===== config.mk =====
export PLATFORM = sky130hd
export DESIGN_NAME = sseg_dec_scan_n
export DESIGN_NICKNAME = d
export VERILOG_FILES = /design/src/rtl/sseg_dec_scan_n_pkg.sv /design/src/rtl/sseg_dec_scan_n_bin2bcd_seq.sv /design/src/rtl/sseg_dec_scan_n.sv
export SDC_FILE = /design/constraint.sdc
export NUM_CORES = 1
export LEC_CHECK = 0
export BUFFER_PORTS_ARGS = -buffer_cell sky130_fd_sc_hd__clkbuf_2
export CAP_MARGIN = 15
export CORE_ASPECT_RATIO = 0.9
export CORE_UTILIZATION = 50
export DETAILED_ROUTE_END_ITERATION = 10
export PLACE_DENSITY = 0.7
export SLEW_MARGIN = 10
export SYNTH_ARGS = -nofsm -noshare
export SYNTH_HDL_FRONTEND = slang
export SYNTH_HIERARCHICAL = 1
export SYNTH_SLANG_ARGS = --single-unit
export TNS_END_PERCENT = 1

===== constraint.sdc =====
create_clock -name clk -period 2.2 [get_ports clk]
set_input_delay 0.33 -clock clk [delete_from_list [all_inputs] [get_ports clk]]
set_output_delay 0.33 -clock clk [all_outputs]
set_load 0.05 [all_outputs]

===== src/rtl/sseg_dec_scan_n_pkg.sv =====
// Shared glyphs, FSM encoding and BCD-to-segment lookup for the multiplexed
// decimal display driver. Glyph bit order is a..g, active-low.
package sseg_dec_scan_n_pkg;

   typedef logic [0:6] seg_t;

   localparam seg_t SEG_0     = 7'b0000001;
   localparam seg_t SEG_1     = 7'b1001111;
   localparam seg_t SEG_2     = 7'b0010010;
   localparam seg_t SEG_3     = 7'b0000110;
   localparam seg_t SEG_4     = 7'b1001100;
   localparam seg_t SEG_5     = 7'b0100100;
   localparam seg_t SEG_6     = 7'b0100000;
   localparam seg_t SEG_7     = 7'b0001111;
   localparam seg_t SEG_8     = 7'b0000000;
   localparam seg_t SEG_9     = 7'b0000100;
   localparam seg_t SEG_BLANK = 7'b1111111;
   localparam seg_t SEG_DASH  = 7'b1111110;

   typedef enum logic [1:0] {
      ST_IDLE   = 2'd0,
      ST_CONV   = 2'd1,
      ST_COMMIT = 2'd2
   } state_t;

   // Non-decimal codes render as blank.
   function automatic seg_t bcd_to_seg(input logic [3:0] d);
      seg_t s;
      case (d)
         4'd0:    s = SEG_0;
         4'd1:    s = SEG_1;
         4'd2:    s = SEG_2;
         4'd3:    s = SEG_3;
         4'd4:    s = SEG_4;
         4'd5:    s = SEG_5;
         4'd6:    s = SEG_6;
         4'd7:    s = SEG_7;
         4'd8:    s = SEG_8;
         4'd9:    s = SEG_9;
         default: s = SEG_BLANK;
      endcase
      return s;
   endfunction

endpackage


===== src/rtl/sseg_dec_scan_n_bin2bcd_seq.sv =====
// Sequential double-dabble: captures bin on load, converts in W cycles,
// commits BCD digits and a sticky overflow flag with a one-cycle done pulse.
module bin2bcd_seq
   import sseg_dec_scan_n_pkg::*;
#(
   parameter int unsigned W  = 8,
   parameter int unsigned ND = 4
) (
   input  logic            clk,
   input  logic            rst,
   input  logic [W-1:0]    bin,
   input  logic            load,
   output logic            busy,
   output logic            done,
   output logic [4*ND-1:0] bcd,
   output logic            ovf
);

   localparam int unsigned CW = $clog2(W + 1);
   localparam int unsigned BW = 4 * ND;

   state_t         state, state_nxt;
   logic           busy_nxt, done_nxt;
   logic [W-1:0]   sh;
   logic [BW-1:0]  acc, acc_adj;
   logic [CW-1:0]  cnt;
   logic           flag;

   // Add-3 correction on every nibble that is 5 or more.
   always_comb begin
      acc_adj = acc;
      for (int i = 0; i < int'(ND); i++) begin
         if (acc[4*i +: 4] >= 4'd5) acc_adj[4*i +: 4] = acc[4*i +: 4] + 4'd3;
      end
   end

   always_comb begin
      state_nxt = state;
      done_nxt  = 1'b0;
      case (state)
         ST_IDLE:   if (load) state_nxt = ST_CONV;
         ST_CONV:   if (cnt == CW'(W - 1)) state_nxt = ST_COMMIT;
         ST_COMMIT: begin
            state_nxt = ST_IDLE;
            done_nxt  = 1'b1;
         end
         default:   state_nxt = ST_IDLE;
      endcase
      busy_nxt = (state_nxt != ST_IDLE);
   end

   always_ff @(posedge clk or negedge rst) begin
      if (!rst) begin
         state <= ST_IDLE;
         busy  <= 1'b0;
         done  <= 1'b0;
      end else begin
         state <= state_nxt;
         busy  <= busy_nxt;
         done  <= done_nxt;
      end
   end

   // Shift datapath; a one leaving the top nibble means the value needs more digits.
   always_ff @(posedge clk or negedge rst) begin
      if (!rst) begin
         sh   <= '0;
         acc  <= '0;
         cnt  <= '0;
         flag <= 1'b0;
         bcd  <= '0;
         ovf  <= 1'b0;
      end else begin
         case (state)
            ST_IDLE: if (load) begin
               sh   <= bin;
               acc  <= '0;
               cnt  <= '0;
               flag <= 1'b0;
            end
            ST_CONV: begin
               acc  <= {acc_adj[BW-2:0], sh[W-1]};
               flag <= flag | acc_adj[BW-1];
               sh   <= sh << 1;
               cnt  <= cnt + CW'(1);
            end
            ST_COMMIT: begin
               bcd <= acc;
               ovf <= flag;
            end
            default: ;
         endcase
      end
   end

endmodule


===== src/rtl/sseg_dec_scan_n.sv =====
// N-digit multiplexed common-anode decimal display driver.
// Optional leading-zero blanking when SSEG_LZB_EN is defined.
module sseg_dec_scan_n
   import sseg_dec_scan_n_pkg::*;
#(
   parameter int unsigned W        = 8,
   parameter int unsigned ND       = 4,
   parameter int unsigned DIV_BITS = 17
) (
   input  logic          clk,
   input  logic          rst,
   input  logic [W-1:0]  bin,
   input  logic          load,
   output logic          busy,
   output logic          done,
   output logic          ovf,
   output logic [0:6]    sseg,
   output logic [ND-1:0] an
);

   localparam int unsigned IW = (ND > 1) ? $clog2(ND) : 1;

   logic [4*ND-1:0]     bcd;
   logic [DIV_BITS-1:0] div;
   logic                tick;
   logic [IW-1:0]       idx, idx_nxt;
   logic [3:0]          digit;
   logic                blank;
   seg_t                glyph;
   logic [ND-1:0]       an_nxt;

   bin2bcd_seq #(.W(W), .ND(ND)) u_conv (
      .clk  (clk),
      .rst  (rst),
      .bin  (bin),
      .load (load),
      .busy (busy),
      .done (done),
      .bcd  (bcd),
      .ovf  (ovf)
   );

   assign tick    = &div;
   assign idx_nxt = (idx == IW'(ND - 1)) ? '0 : idx + IW'(1);
   assign an_nxt  = ~(ND'(1) << idx);

   always_comb begin
      digit = '0;
      for (int i = 0; i < int'(ND); i++) begin
         if (IW'(i) == idx) digit = bcd[4*i +: 4];
      end
   end

`ifdef SSEG_LZB_EN
   logic [IW-1:0] msd;

   // Highest non-zero digit; digit 0 is never blanked so zero reads "0".
   always_comb begin
      msd = '0;
      for (int i = 0; i < int'(ND); i++) begin
         if (bcd[4*i +: 4] != 4'd0) msd = IW'(i);
      end
   end
   assign blank = (idx > msd);
`else
   assign blank = 1'b0;
`endif

   always_comb begin
      glyph = bcd_to_seg(digit);
      if (blank) glyph = SEG_BLANK;
      if (ovf)   glyph = SEG_DASH;
   end

   // Free-running divider; the terminal count advances the scan.
   always_ff @(posedge clk or negedge rst) begin
      if (!rst) begin
         div  <= '0;
         idx  <= '0;
         an   <= '1;
         sseg <= SEG_BLANK;
      end else begin
         div <= div + DIV_BITS'(1);
         if (tick) begin
            idx  <= idx_nxt;
            an   <= an_nxt;
            sseg <= glyph;
         end
      end
   end

endmodule


==> results of run 1 <==
[cell type report]
| class | instances | area share [%] |
|---|---|---|
| clock buffers | 11 | 3.14 |
| inverters | 24 | 2.11 |
| flip-flops and latches | 80 | 44.8 |
| multi-input cells | 240 | 39.9 |
| well taps | 96 | 2.67 |
| repair buffers | 39 | 5.56 |
| clock inverters | 5 | 1.78 |
[synthesized netlist by cell type (2+ instances only)]
cell,instances
o221a_1,2
clkbuf_1,4
inv_1,22
or2_1,3
xor2_1,5
nor2b_1,3
ha_1,21
nand3b_1,2
nand2b_1,11
and4_1,2
nor3_1,2
nor3b_1,8
nand2_1,29
o31ai_1,5
a22o_1,3
o22ai_1,5
dfrtp_1,69
nand3_1,16
o21ai_0,27
mux2i_1,4
a211oi_1,3
nor4_1,2
o311ai_0,3
buf_6,2
xnor2_1,17
mux2_2,10
dfstp_2,11
o21ai_1,2
buf_2,8
nor2_1,13
a21oi_1,13
o32ai_1,2
and3_1,2
a32o_1,4
[logic make-up (layout without fill, tap and decap cells)]
kind of cell | Yosys count | count (layout)
AND/OR/NAND/NOR | 98 | 98
AO/OA/AOI/OAI | 84 | 84
flip-flops | 80 | 80
buffers and inverters | 39 | 79
XOR/XNOR | 22 | 22
adder cells (fa/ha/maj) | 21 | 21
multiplexers | 15 | 15
[worst max-delay path by stage]
stage | to | slack [ns] | start
6_report | sseg[6]$_DFFE_PN1P_ | 0.08 | idx[1]$_DFFE_PN0P_
5_1_grt | sseg[2]$_DFFE_PN1P_ | -0.03 | div[3]$_DFF_PN0_
4_1_cts | sseg[4]$_DFFE_PN1P_ | 0.02 | idx[0]$_DFFE_PN0P_
3_5_place_dp | sseg[4]$_DFFE_PN1P_ | -0.01 | idx[1]$_DFFE_PN0P_
3_3_place_gp | sseg[0]$_DFFE_PN1P_ | 0.11 | idx[0]$_DFFE_PN0P_
2_1_floorplan | sseg[3]$_DFFE_PN1P_ | 0.13 | div[2]$_DFF_PN0_
[per-layer routing]
metal	routed length, microns	part of all wire [%]
met1	3630	48
met2	3530	47
met3	244	3.2
met4	119	1.6
met5	0	0
[metrics by stage]
| stage | setup slack, ns | utilization (%) | hold WS (ns) | area (sq um) |
|---|---|---|---|---|
| 2_1_floorplan | 0.126 | - | 0.0344 | 3950 |
| 3_5_place_dp | -0.0107 | 55.3 | 0.287 | 4190 |
| 4_1_cts | 0.0186 | 58.3 | 0.349 | 4420 |
| 5_1_grt | -0.0312 | 59.3 | 0.377 | 4500 |
| 6_report | 0.0789 | 59.3 | 0.372 | 4500 |
| 3_3_place_gp | 0.113 | 55.3 | 0.276 | 4190 |
[tightest hold or removal path, stage by stage]
cell	delay, ns
clkbuf_2	0.08
inv_1	0.05
a2bb2oi_1	0.16
o21ai_1	0.07
[sequential cells by signal, indices dropped and copies added, names as in the netlist]
register / cells
u_conv/busy: 1
u_conv/flag: 1
u_conv/state: 2
div: 17
u_conv/ovf: 1
u_conv/bcd: 16
an: 4
u_conv/done: 1
u_conv/sh: 8
u_conv/cnt: 4
u_conv/acc: 16
idx: 2
sseg: 7
[power groups by stage]
stage / Sequential [mW] / Combinational [mW] / Clock [mW]
6_report: 2.16 / 1.74 / 1.20
5_1_grt: 2.22 / 1.96 / 1.29
4_1_cts: 2.16 / 1.69 / 1.23
3_5_place_dp: 2.18 / 1.68 / 0
3_3_place_gp: 2.17 / 1.61 / 0
2_1_floorplan: 2.12 / 1.33 / 0
[what timing repair did]
item	4_1_cts	5_1_grt
gates cloned	0	0
buffers inserted	0	4
resized for setup	1	11
pin swaps	0	2
hold endpoints to repair	18	0
endpoints found under the setup margin	1	7
hold buffers	1	0
==> run metrics, run 1 <==
Sw Pwr=1.85 mW; Sequential Power Share=42.4%; Finished Layout Cells=495; Distinct cells, synth=58; number of fill cells in the layout=627; XOR/XNOR Fraction of Synth Area=4.88%; crit-path max FO=7; Clock H-tree levels=3; Tot Pwr=5.11 mW; GRT busiest layer=met2; Area Growth Syn to Fin=14.1%; sequential cell area=2020 sq um; final WL=7520 microns; CTS tree=yes; Avg WL per Cell=15.2 microns; Peak VDD IR=0.000755 V; antenna violations before repair=0; RSZ-0062 raised after global routing=true; share of cells above drive strength 1=24.3%; Clk pwr share=23.5%; DRT Pass-1 Iters=4; WHS Endpoint=u_conv/sh[0]$_DFFE_PN0P_; CP endpoint kind=flip-flop; Chip Height=86.3 microns; Pwr per Cell Area=1140 nW/um^2; Max Transition Viols Final=0; share of the synthesized area in the top cell type=43.8%; final net count=426; Gate power share=34.1%; Post-synth EDFFs=0; switching share of power=36.2%; PortBufs=24; Compound-Gate Fraction of Synth Area=15.4%; biggest area consumer among synthesized cells=dfrtp_1; HP Start=bin[0]; clock tree sinks=80; Syn. warnings=6; Post-DP HPWL=5180 microns; mux cell area share after synthesis=4.25%; critical path depth in cells=10; main combinational cell family by area after synthesis=compound AO/OA/AOI/OAI gates; status=finished, final reports clean; die area=8250 sq um; worst rel slew slack=51.3%; Reg2Reg Depth=10; Clock Latency Late Sink=0.35 ns; hold crit path type=primary input to flip-flop; Synth Register Bits=80; cell family with most CP delay=compound AO/OA/AOI/OAI gates; total CTS buffers=9; worst-margin pin slew=0.731 ns; grt total ovfl=0; Tot GR Track Use=20.6%; synth top area cells=dfrtp_1 44%, dfstp_2 7.3%, ha_1 6.7%; crit-path cells=inv_1 -> ha_2 -> nor2b_4 -> a22o_1 -> o221a_4 -> buf_4 -> ha_1 -> nor2_1 -> a31oi_1 -> o31a_1; most frequent cells in the layout=69 x dfrtp_1, 29 x nand2_1, 26 x o21ai_0; Setup Skew=0.0128 ns; Clock Root Buffer=clkbuf_8; Post-synth top flop=dfrtp_1; CTS Buffer Depth=2; # IOs=25; Final Wtd Congestion=0.767; first-pass GRT wire length=13100 microns; met3 usage=5.88%; TNS Setup=0 ns; Post-route DRC=0; placed insts=474; slowest stage cell, crit path=dfrtp_1; multi-input logic area=1800 sq um; Worst setup SP type=flip-flop; internal power=3.26 mW; GR Layer Usage met1=27.9%; post-synthesis adder-cell area fraction=6.66%; final hold violations=0; CP max stage delay=0.41 ns; arrival time at the worst endpoint=2.40 ns; cell area after synthesis=3950 sq um; Reg clk slew, reported paths=0.09 ns; met2 usage=31.7%; synthesized instance count=359; diode count=0; Crit path buffers/inverters=2; num rows=30; CP required=2.48 ns; vias in the first global route=2784; worst reg2reg path endpoint=sseg[6]$_DFFE_PN1P_; final antenna-violating net count=0; R2R setup slack=0.08 ns; Syn Area/Cell=11.0 sq um; largest net degree at the start of global routing=53; simple-gate share of the synthesized area=13.2%; register area share after synthesis=51.1%; hold depth=4; crit share post-route=96.4%; die width=95.6 microns; via-per-instance ratio=5.61; Max-Cap Viols=0; initial DRC count=189; starting density of the core=52.0%; critical path class=flip-flop to flip-flop; via count=2779; fin crit period=2.12 ns; final setup violating endpoints=0; commonest non-fill, non-tap cell in the layout=dfrtp_1; Max Clk Rate=0.471 GHz; leakage power=1.99 nW; fraction of registers with async set/reset=100%; r2r startpoint=idx[1]$_DFFE_PN0P_; Core Region=7580 sq um; syn nets=391
(Power assumes the default switching activity.)
==> run 2: changes to the inputs <==
--- a/config.mk
+++ b/config.mk
@@ -10,10 +10,11 @@
 export CORE_ASPECT_RATIO = 0.9
 export CORE_UTILIZATION = 50
 export DETAILED_ROUTE_END_ITERATION = 10
-export PLACE_DENSITY = 0.7
+export MAX_ROUTING_LAYER = met4
+export PLACE_DENSITY = 0.68
 export SLEW_MARGIN = 10
 export SYNTH_ARGS = -nofsm -noshare
 export SYNTH_HDL_FRONTEND = slang
 export SYNTH_HIERARCHICAL = 1
 export SYNTH_SLANG_ARGS = --single-unit
-export TNS_END_PERCENT = 1
+export TNS_END_PERCENT = 50
==> constraint.sdc (replaced) <==
create_clock -name clk -period 2.6 [get_ports clk]
set_input_delay 0.39 -clock clk [delete_from_list [all_inputs] [get_ports clk]]
set_output_delay 0.39 -clock clk [all_outputs]
set_load 0.05 [all_outputs]
==> run metrics, run 2 (same netlist as run 1, synthesis figures left out) <==
Setup Skew=0.0106 ns (-0.00222 ns); CTS tree=yes; Max-Cap Viols=0 (unchanged); Largest register FFs=17 (unchanged); placed insts=472 (-0.42%); final antenna-violating net count=0 (unchanged); Max Transition Viols Final=0 (unchanged); critical path class=flip-flop to flip-flop; Worst setup SP type=flip-flop; TNS Setup=0 ns (unchanged); clock tree sinks=80 (unchanged); CP required=2.88 ns (+0.40 ns); Sw Pwr=1.51 mW (-19%); final hold violations=0 (unchanged); PortBufs=24 (unchanged); Post-route DRC=0 (unchanged); Peak VDD IR=0.000650 V (-14%); grt total ovfl=0 (unchanged); num rows=30 (unchanged); arrival time at the worst endpoint=2.60 ns (+0.20 ns); worst slack at placement=0.280 ns (+0.291 ns); Sequential Power Share=44.6% (+2.2 points); final setup violating endpoints=0 (unchanged); final WL=7090 microns (-5.8%); crit-path max FO=6 (-1); commonest non-fill, non-tap cell in the layout=dfrtp_1; fin crit period=2.32 ns (+0.199 ns); Chip Height=86.3 microns (unchanged); internal power=2.65 mW (-19%); CTS resizes=0 (-1); CP endpoint kind=flip-flop; most frequent cells in the layout=69 x dfrtp_1, 29 x nand2_1, 27 x o21ai_0; Clock Root Buffer=clkbuf_8; Clock H-tree levels=3 (unchanged); switching share of power=36.2% (about the same); Final Wtd Congestion=0.826 (+7.6%); starting density of the core=52.0% (unchanged); Max Clk Rate=0.431 GHz (-8.6%); crit share post-route=89.2% (-7.2 points); most flop-heavy register=div; status=finished, final reports clean; largest net degree at the start of global routing=44 (-17%); # IOs=25 (unchanged); worst-margin pin slew=0.640 ns (-0.0908 ns); CTS Hold Bufs=0 (-1); Clk pwr share=22.3% (-1.2 points); via-per-instance ratio=5.49 (-2.3%); initial DRC count=110 (-42%); Pwr per Cell Area=949 nW/um^2 (-16%); share of cells above drive strength 1=21.2% (-3.1 points); via count=2677 (-3.7%); registers with the most flip-flops=div: 17 flops, u_conv/acc: 16 flops, u_conv/bcd: 16 flops; die area=8250 sq um (unchanged); vias in the first global route=2492 (-10%); post-CTS setup buffer count=0 (unchanged); antenna violations before repair=0 (unchanged); Gate power share=33.1% (-1.0 points); Tot GR Track Use=19.7% (-0.86 points); Tot Pwr=4.16 mW (-19%); die width=95.6 microns (unchanged); CTS Buffer Depth=2 (unchanged); Avg WL per Cell=14.5 microns (-4.4%); final net count=419 (-1.6%); Clock Latency Late Sink=0.35 ns (about the same); RSZ-0062 raised after global routing=false; Reg clk slew, reported paths=0.08 ns (about the same); DRT Pass-1 Iters=4 (unchanged); hold crit path type=primary input to async pin; worst rel slew slack=57.3% (+6.1 points); Finished Layout Cells=488 (-1.4%); first-pass GRT wire length=11900 microns (-8.6%); Area Growth Syn to Fin=11.1%; diode count=0 (unchanged); total CTS buffers=9 (unchanged); Core Region=7580 sq um (unchanged); leakage power=1.95 nW (-2.2%); Post-DP HPWL=5030 microns (-2.8%); PnR worst setup slack=0.280 ns (+0.201 ns)
run 2: changes by cell type in the layout (fill, tap and decap cells not counted), sizes merged:
cell,before,now
bufinv,2,1
buf,15,9
clkinv,2,3
dlygate4sd3,1,0
run 2: worst paths after layout:
kind	endpoint	startpoint	slack, ns	depth (start not counted)
setup / recovery	sseg[0]$_DFFE_PN1P_	idx[0]$_DFFE_PN0P_	0.28	9
hold / removal	u_conv/bcd[6]$_DFFE_PN0P_	rst	0.03	1
setup reg to reg	sseg[0]$_DFFE_PN1P_	idx[0]$_DFFE_PN0P_	0.28	9
hold reg to reg	an[0]$_DFFE_PN1P_	an[0]$_DFFE_PN1P_	0.47	2
max in group asynchronous	u_conv/acc[3]$_DFFE_PN0P_	rst	1.98	2
min in group clk	u_conv/sh[0]$_DFFE_PN0P_	bin[0]	0.42	4
run 2: per-layer routing:
layer / global-route usage (%) / vias to the layer above / part of all wire (%)
met4: 5.29 / 0 / 0.42
met1: 28.5 / 1286 / 52
met5: - / - / 0
met3: 5.26 / 7 / 3.2
met2: 27.4 / 53 / 44
li1: - / 1331 / -
run 2: final cells by class:
class / instances / area, sq um
timing repair buffer: 32 / 195
inverter: 24 / 95.1
clock buffer: 11 / 151
multi-input combinational: 240 / 1750
tap: 96 / 120
sequential: 80 / 2020
clock inverter: 5 / 55.1
fill: 657 / 3200
run 2: critical path: stages, from the launching register on:
cell	delay (ns)
dfrtp_1	0.38
inv_1	0.10
ha_1	0.26
or2_4	0.29
o221ai_1	0.46
inv_1	0.14
ha_1	0.23
o21ai_0	0.09
o2111ai_2	0.15
o221a_1	0.15
run 2: power by group through the flow:
| stage | Clock (mW) | Combinational (mW) | Sequential, mW |
|---|---|---|---|
| floorplan | 0 | 1.13 | 1.79 |
| global placement | 0 | 1.35 | 1.86 |
| detailed placement | 0 | 1.39 | 1.87 |
| CTS | 0.955 | 1.40 | 1.85 |
| global route | 1.02 | 1.56 | 1.90 |
| finish | 0.927 | 1.38 | 1.85 |
run 2: metrics by stage:
stage	hold slack, ns	cell area [sq um]	utilization, %
final	0.0337	4380	57.8
after global routing	0.0509	4380	57.8
after detailed placement	0.420	4180	55.1
after floorplan	0.0944	3950	-
after CTS	0.0376	4380	57.8
after global placement	0.415	4180	55.1
